File: src/rtl/mem_port_arbiter.sv
// Shares one variable-latency memory port between instruction fetch and the
// memory stage; data accesses win, and a flushed fetch discards its result.
module mem_port_arbiter #(
    parameter int width = 32
) (
    input  logic             clk,
    input  logic             reset,
    input  logic             memRead_M,
    input  logic             memWrite_M,
    input  logic [width-1:0] addr_M,
    input  logic [width-1:0] writeData_M,
    input  logic             hold_M,
    output logic [width-1:0] readData_M,
    output logic             stall_M,
    input  logic             fetchReq_F,
    input  logic [width-1:0] pc_F,
    input  logic             flush_F,
    input  logic             hold_F,
    output logic [width-1:0] instr_F,
    output logic             stall_F,
    output logic             memReq,
    output logic             memWe,
    output logic [width-1:0] memAddr,
    output logic [width-1:0] memWData,
    input  logic [width-1:0] memRData,
    input  logic             memAck
);

    typedef enum logic [1:0] {IDLE, DATA, INSTR} state_t;

    state_t stateReg, stateNext;
    logic   doneMReg, doneFReg, dropReg;
    logic   reqM, startData, startInstr;

    assign reqM       = memRead_M | memWrite_M;
    assign startData  = reqM & ~doneMReg;
    assign startInstr = ~startData & fetchReq_F & ~doneFReg & ~flush_F;

    always_comb begin
        stateNext = stateReg;
        case (stateReg)
            IDLE: begin
                if (startData)
                    stateNext = DATA;
                else if (startInstr)
                    stateNext = INSTR;
            end
            DATA:    if (memAck) stateNext = IDLE;
            INSTR:   if (memAck) stateNext = IDLE;
            default: stateNext = IDLE;
        endcase
    end

    always_ff @(posedge clk) begin
        if (reset) begin
            stateReg   <= IDLE;
            doneMReg   <= 1'b0;
            doneFReg   <= 1'b0;
            dropReg    <= 1'b0;
            readData_M <= '0;
            instr_F    <= '0;
            memAddr    <= '0;
            memWData   <= '0;
            memWe      <= 1'b0;
        end else begin
            stateReg <= stateNext;

            // The done flags remember a finished access until the instruction
            // leaves its stage, so a held instruction never re-issues.
            if (stateReg == DATA && memAck)
                doneMReg <= 1'b1;
            else if (doneMReg && !hold_M)
                doneMReg <= 1'b0;

            if (stateReg == INSTR && memAck && !dropReg && !flush_F)
                doneFReg <= 1'b1;
            else if ((doneFReg && !hold_F) || flush_F)
                doneFReg <= 1'b0;

            case (stateReg)
                IDLE: begin
                    if (startData) begin
                        memAddr  <= addr_M;
                        memWData <= writeData_M;
                        memWe    <= memWrite_M;
                    end else if (startInstr) begin
                        memAddr <= pc_F;
                        memWe   <= 1'b0;
                    end
                end
                DATA: begin
                    if (memAck && !memWe)
                        readData_M <= memRData;
                end
                INSTR: begin
                    if (memAck) begin
                        if (!dropReg && !flush_F)
                            instr_F <= memRData;
                        dropReg <= 1'b0;
                    end else if (flush_F) begin
                        dropReg <= 1'b1;
                    end
                end
                default: ;
            endcase
        end
    end

    assign memReq  = (stateReg != IDLE);
    assign stall_M = reqM & ~doneMReg;
    assign stall_F = fetchReq_F & ~doneFReg;

endmodule

File: config.mk
export PLATFORM = sky130hd
export DESIGN_NAME = mem_port_arbiter
export DESIGN_NICKNAME = d
export VERILOG_FILES = /design/src/rtl/mem_port_arbiter.sv
export SDC_FILE = /design/constraint.sdc
export NUM_CORES = 1
export LEC_CHECK = 0
export CAP_MARGIN = 20
export CORE_MARGIN = 2
export CORE_UTILIZATION = 25
export CTS_CLUSTER_SIZE = 10
export DETAILED_ROUTE_END_ITERATION = 10
export GPL_TIMING_DRIVEN = 0
export MAX_ROUTING_LAYER = met4
export SYNTH_ARGS = -nofsm -noshare
export SYNTH_HDL_FRONTEND = slang
export SYNTH_SLANG_ARGS = --single-unit
File: constraint.sdc
create_clock -name clk -period 1.6 [get_ports clk]
set_input_delay 0.16 -clock clk [delete_from_list [all_inputs] [get_ports clk]]
set_output_delay 0.16 -clock clk [all_outputs]
set_load 0.01 [all_outputs]
==> impl_metrics.json, run 1 <==
{
  "effective_utilization_at_floorplan_pct": 25.3,
  "dp_cells": 1198,
  "synth.yosys.warnings": 0,
  "critical_path.max_stage_delay_ps": 350,
  "finalCoreUtilization_pct": 45.1,
  "areal_power_density_over_the_cells_nw_per_um2": 1140,
  "cp-start-kind": "flop",
  "synth_cells": 651,
  "finalWeightedCongestion": 0.784,
  "final_hold_viol_count": 0,
  "met3_usage_pct": 6.13,
  "timing.critical_path.required_ps": 1910,
  "synth_top_cells_by_area": "dfxtp_1 49%, nand2_1 13%, a21oi_1 9.1%",
  "share_of_layout_cells_above_drive_strength_1_pct": 19.4,
  "tritoncts_clock_tree": "yes",
  "ys_seq_area_share_pct": 49.0,
  "synth.avg_cell_area_um2": 8.41,
  "whs_path_depth": 3,
  "violations": "negative setup slack",
  "finalNonFillerCells": 1251,
  "hpwl_um": 15200,
  "total_leakage_power_nw": 3.45,
  "floorplan.io_pins": 269,
  "grt_first_pass_wirelength_um": 32400,
  "detailedRoute.firstIterationViolations": 219,
  "finalSetupViolCount": 29,
  "share_of_the_clock_period_used_by_the_worst_path_pct": 107,
  "totalNegativeSetupSlack_ps": -565,
  "cpMaxStageDelayCell": "dfxtp_2",
  "wirelength_um": 20900,
  "first_global_vias": 5723,
  "min_delay_worst_type": "input pin to flop",
  "syn-num-nets": 791,
  "max_capacitance_violation_count": 0,
  "drt_pre_antenna_iters": 4,
  "maxClockFrequency_mhz": 585,
  "yosys.cell_types.count": 30,
  "wl_per_cell_um": 16.7,
  "antenna_found_initial": 2,
  "yosysTopAreaCell": "dfxtp_1",
  "mappedNetlistArea_um2": 5470,
  "synth_top_family_by_area": "compound AO/OA/AOI/OAI gates",
  "flop2flop_setup_slack_ps": -110,
  "worstSkewPairLatency_ps": 410,
  "synth_mux_area_share_pct": 0,
  "cts_made_buffers": 17,
  "grt_use_met2_pct": 29.0,
  "timing.max_slew.rel_slack_pct": 48.6,
  "yosys.area_share.adder_pct": 0.686,
  "synth.top_cell.area_share_pct": 49.0,
  "global_route.usage.met1_pct": 22.1,
  "cp_cell_sequence": "inv_4 > ha_4 > and4bb_1 > buf_6 > a21o_4 > buf_12 > a311oi_2",
  "grt_start_max_net_pins": 17,
  "post_synth_and_or_nand_nor_area_fraction_pct": 17.8,
  "fp.dieW_um": 152,
  "design.final.nets": 1096,
  "rsz_0062_raised_after_global_routing": "yes",
  "critical_path.max_fanout": 6,
  "setup_slack_ps": -111,
  "detail-route-antenna-nets": 0,
  "grt_use_total_pct": 18.2,
  "root_buffer": "clkbuf_16",
  "placement_rows": 54,
  "run_status": "complete, but fails checks",
  "die-area_um2": 23100,
  "clk_path_buf_depth": 2,
  "grt-busiest-layer": "met2",
  "final_cell_mix": "263 x clkdlybuf4s50_1, 192 x nand2_1, 131 x dfxtp_1",
  "timing.reg2reg.worst_path_depth": 7,
  "grt_overflow": 0,
  "arrival_ps": 2020,
  "area_delta_synth_final_pct": 78.3,
  "critPathCaptureType": "flop",
  "die-height_um": 152,
  "finalMaxSlewViolations": 0,
  "cts-hold-fix-buffers": 0,
  "kind_of_critical_path": "flop to flop",
  "placement.io_buffers": 267,
  "post_synth_xor_area_fraction_pct": 0,
  "htreeDepth": 4,
  "fill_cells": 2134,
  "mostFrequentLayoutCell": "clkdlybuf4s50_1",
  "cts_sinks": 134,
  "via_per_inst": 4.64,
  "compound_cell_area_share_of_the_yosys_netlist_pct": 26.3,
  "synth.ff_latch_count": 134,
  "worst_tran_pin_value_ps": 771,
  "shortest_period_the_worst_path_allows_ps": 1710,
  "dr_total_vias": 5800,
  "finalPower_mw": 11.1,
  "clk_pin_slew_ps": 70,
  "post_detailed_route_drc_marker_count": 0,
  "hold-worst-slack_ps": 306,
  "placeableCoreArea_um2": 21600,
  "worst_ir_drop_vdd_mv": 0.617,
  "clock_skew_ps": 13.6
}
==> path summary, 6_finish.rpt <==
check | from | to
max reg2reg | stateReg[0] | memAddr[29]
min reg2reg | readData_M[4] | readData_M[4]
max | stateReg[0] | memAddr[29]
min | writeData_M[31] | memWData[31]
==> per-layer routing <==
metal	share of wire, %	routed length [µm]	vias to the layer above
met5	0	0	-
met4	1.3	282	0
met3	7.1	1480	20
met2	47	9930	199
met1	44	9230	2697
li1	-	-	2884
==> timing repair <==
action / CTS / global route
pin swaps: 3 / 7
setup endpoints to repair: 86 / 129
cloned: 1 / 2
resized for setup: 50 / 71
buffers inserted: 15 / 5
endpoints found under the hold margin: 0 / 0
==> Yosys cell counts <==
| cell type | instances |
|---|---|
| a211oi_1 | 33 |
| a311oi_2 | 30 |
| ha_1 | 3 |
| buf_1 | 1 |
| nand3b_1 | 1 |
| a22oi_1 | 1 |
| nand2_1 | 193 |
| buf_4 | 2 |
| a21oi_1 | 99 |
| and3b_1 | 1 |
| nor3_1 | 1 |
| o21ai_0 | 32 |
| inv_1 | 5 |
| a21o_4 | 1 |
| nor4bb_1 | 1 |
| a311oi_1 | 2 |
| and4bb_1 | 1 |
| buf_2 | 25 |
| clkbuf_1 | 34 |
| nor2_1 | 2 |
| dfxtp_1 | 134 |
| nand3_1 | 34 |
| nand2b_1 | 1 |
| inv_2 | 1 |
| nand4bb_1 | 1 |
| a31oi_1 | 3 |
| a211o_1 | 2 |
| o21bai_1 | 1 |
| buf_6 | 4 |
| nor2b_1 | 2 |
==> registers in the layout, indices dropped and copies added (netlist names) <==
name	flops
doneMReg	1
instr_F	32
readData_M	32
doneFReg	1
stateReg	2
memAddr	32
memWe	1
dropReg	1
memWData	32
==> stage by stage <==
stage / instance area, µm² / worst slack [ps]
finish: 9760 / -111
global route: 9760 / -183
CTS: 9530 / -130
detailed placement: 8670 / -602
global placement: 8670 / -591
floorplan: 5650 / 0.569
==> power by group <==
group	internal, mW	switching, mW
Clock	2.49	1.63
Sequential	3.66	0.197
Combinational	1.65	1.47
Total	7.80	3.30
==> cell type report <==
class | count | area (µm²) | area share [%]
Inverter | 6 | 28.8 | 0.295
Clock buffer | 17 | 425 | 4.36
Sequential cell | 134 | 2690 | 27.5
Timing Repair Buffer | 289 | 2890 | 29.7
Multi-Input combinational cell | 445 | 2720 | 27.8
Buffer | 63 | 462 | 4.73
Clock inverter | 15 | 193 | 1.97
Tap cell | 280 | 350 | 3.59
Antenna cell | 2 | 5.00 | 0.0513
==> cell families (layout without fill, tap and decap cells) <==
logic type      after synthesis  after routing
other cells                   0              2
fa+ha+maj                     3              3
simple gates                238            238
flops                       134            134
compound gates              204            204
buf+inv                      72            390
==> worst max-delay path, delay by kind of cell (launching register included) <==
| family | cells | cell delay (ps) |
|---|---|---|
| buffers and inverters | 3 | 340 |
| adders and majority gates | 1 | 170 |
| and+or+nand+nor | 1 | 220 |
| DFF | 1 | 350 |
| AOI/OAI and AO/OA | 2 | 520 |
Power figures use the tool's default switching activity.
==> run 2, diff against run 1 <==
--- a/config.mk
+++ b/config.mk
@@ -6,6 +6,7 @@
 export NUM_CORES = 1
 export LEC_CHECK = 0
 export CAP_MARGIN = 20
+export CORE_ASPECT_RATIO = 0.8
 export CORE_MARGIN = 2
 export CORE_UTILIZATION = 25
 export CTS_CLUSTER_SIZE = 10
==> run 2 against run 1 <==
- the run still ends with negative setup slack left
- power up 2.4%
- hold slack got worse by 5.0 ps
- cell count is essentially flat
- first-iteration DRC count is 53% higher
- combinational power increased by 7.4%
- via count grew 2.2%
- largest power group unchanged
- fmax increased by 5.7%
- final area up 1.6%
- flip-flop and latch count did not move
- clock power is essentially flat
==> impl_metrics.json, run 2 (synthesis results as in run 1) <==
{
  "clk_path_buf_depth": 2,
  "min_delay_worst_type": "input pin to flop",
  "cp_cell_sequence": "inv_2 > ha_4 > and4bb_4 > a21o_4 > buf_12 > buf_12 > a311oi_2",
  "tritoncts_clock_tree": "yes",
  "min_delay_worst_endpoint": "memWData[2]",
  "crit_path_frequent_cell": "buf_12",
  "cp-start-kind": "flop",
  "detailedRoute.firstIterationViolations": 336,
  "cpMaxStageDelayCell": "dfxtp_2",
  "whs_path_depth": 3,
  "violations": "negative setup slack",
  "placement.io_buffers": 267,
  "cts-hold-fix-buffers": 0,
  "areal_power_density_over_the_cells_nw_per_um2": 1150,
  "worst_tran_pin_value_ps": 783,
  "grt_use_total_pct": 19.3,
  "die-area_um2": 23100,
  "final_cell_mix": "263 x clkdlybuf4s50_1, 191 x nand2_1, 131 x dfxtp_1",
  "critical_path.max_fanout": 5,
  "proportion_of_power_drawn_by_combinational_gates_pct": 29.5,
  "worst_ir_drop_vdd_mv": 0.589,
  "die-height_um": 136,
  "floorplan.io_pins": 269,
  "root_buffer": "clkbuf_16",
  "intPower_mw": 8.12,
  "hold_path_startpoint": "writeData_M[2]",
  "finalNonFillerCells": 1250,
  "post_dp_area_um2": 8670,
  "finalSetupViolCount": 2,
  "shortest_period_the_worst_path_allows_ps": 1620,
  "grt_first_pass_wirelength_um": 33200,
  "antenna_found_initial": 1,
  "cts_sinks": 134,
  "first_global_vias": 5743,
  "total_leakage_power_nw": 3.56,
  "final_area_um2": 9910,
  "design.final.nets": 1102,
  "share_clk_of_total_power_pct": 36.5,
  "area_delta_synth_final_pct": 81.2,
  "timing.max_slew.rel_slack_pct": 47.8,
  "critPathTopFamily": "compound AO/OA/AOI/OAI gates",
  "rsz_0062_raised_after_global_routing": "yes",
  "worstSkewPairLatency_ps": 420,
  "mostFrequentLayoutCell": "clkdlybuf4s50_1",
  "clock_skew_ps": 7.99,
  "critical_path.max_stage_delay_ps": 330,
  "placeableCoreArea_um2": 21500,
  "run_status": "complete, but fails checks",
  "grt_overflow": 0,
  "wl_per_cell_um": 17.9,
  "kind_of_critical_path": "flop to flop",
  "timing.reg2reg.worst_path_depth": 7,
  "wirelength_um": 22400,
  "dr_total_vias": 5927,
  "setup_slack_ps": -18.8,
  "share_of_the_clock_period_used_by_the_worst_path_pct": 101,
  "worstReg2RegEnd": "memAddr[28]",
  "placement_rows": 48,
  "share_of_layout_cells_above_drive_strength_1_pct": 19.7,
  "hpwl_um": 15800,
  "flop2flop_setup_slack_ps": -20,
  "clk_pin_slew_ps": 60,
  "r2r_start": "stateReg[1]",
  "final_hold_viol_count": 0,
  "detail-route-antenna-nets": 0,
  "total_switching_power_mw": 3.24,
  "maxClockFrequency_mhz": 618,
  "worst-path-buf-inv": 3,
  "arrival_ps": 1930,
  "timing.critical_path.required_ps": 1910,
  "finalMaxSlewViolations": 0,
  "grt_start_max_net_pins": 17,
  "via_per_inst": 4.74,
  "drt_pre_antenna_iters": 5,
  "dp_cells": 1193,
  "effective_utilization_at_floorplan_pct": 25.5,
  "power.switching_fraction_pct": 28.5,
  "post_detailed_route_drc_marker_count": 0,
  "fp.dieW_um": 169,
  "max_capacitance_violation_count": 0,
  "finalWeightedCongestion": 0.808,
  "cts_made_buffers": 17,
  "finalPower_mw": 11.4,
  "critPathCaptureType": "flop",
  "sequentialPowerShare_pct": 34.0,
  "htreeDepth": 4
}
==> run 2: cell type report <==
class                   count  area (µm²)
diodes                      1        2.50
plain buffers              60         493
clock buffers              22         454
clock inverters             9         151
fillers                  2095       11600
inverters                   6        26.3
multi-input cells         445        2710
flip-flops and latches    134        2690
well taps                 275         344
repair buffers            298        3050
==> run 2: metal layers <==
layer / vias to the layer above / global-route usage (%) / share of wire [%]
li1: 2892 / - / -
met1: 2827 / 25.8 / 48
met2: 191 / 28.6 / 44
met3: 17 / 5.85 / 7.2
met4: 0 / 4.70 / 1.2
met5: - / - / 0
==> run 2: what timing repair did <==
item / 4_1_cts / 5_1_grt
gates resized for setup: 68 / 86
gates cloned: 3 / 3
pin swaps: 8 / 14
buffers inserted: 19 / 8
endpoints found under the setup margin: 105 / 122
==> run 2: how the worst max path moves through the flow <==
stage,from,to,cells after the start
after floorplan,stateReg[0],memAddr[10],8
after global placement,stateReg[0],memReq,6
after detailed placement,stateReg[0],memReq,6
after CTS,stateReg[1],memAddr[16],8
after global routing,stateReg[1],memAddr[28],7
final,stateReg[1],memAddr[28],7
==> run 2: power by group through the flow <==
stage          combinational [mW]  sequential [mW]  clock, mW
2_1_floorplan                1.31             4.05          0
3_3_place_gp                 2.85             3.92          0
3_5_place_dp                 2.85             3.92          0
4_1_cts                      3.21             3.86       4.24
5_1_grt                      3.58             3.89       4.40
6_report                     3.35             3.86       4.15
==> run 2: tightest hold or removal path, stage by stage <==
cell	delay, ps
clkdlybuf4s50_1	400
nand3_1	60
a21oi_1	50
==> run 2: metrics by stage <==
stage | hold slack, ps | setup slack, ps | TNS [ps] | util [%]
floorplan | 260 | 0.569 | 0 | -
global placement | 442 | -696 | -42030 | 40.3
detailed placement | 447 | -665 | -44650 | 40.3
CTS | 282 | -166 | -2760 | 44.9
global route | 293 | -78.3 | -779 | 46.1
finish | 301 | -18.8 | -29.5 | 46.1
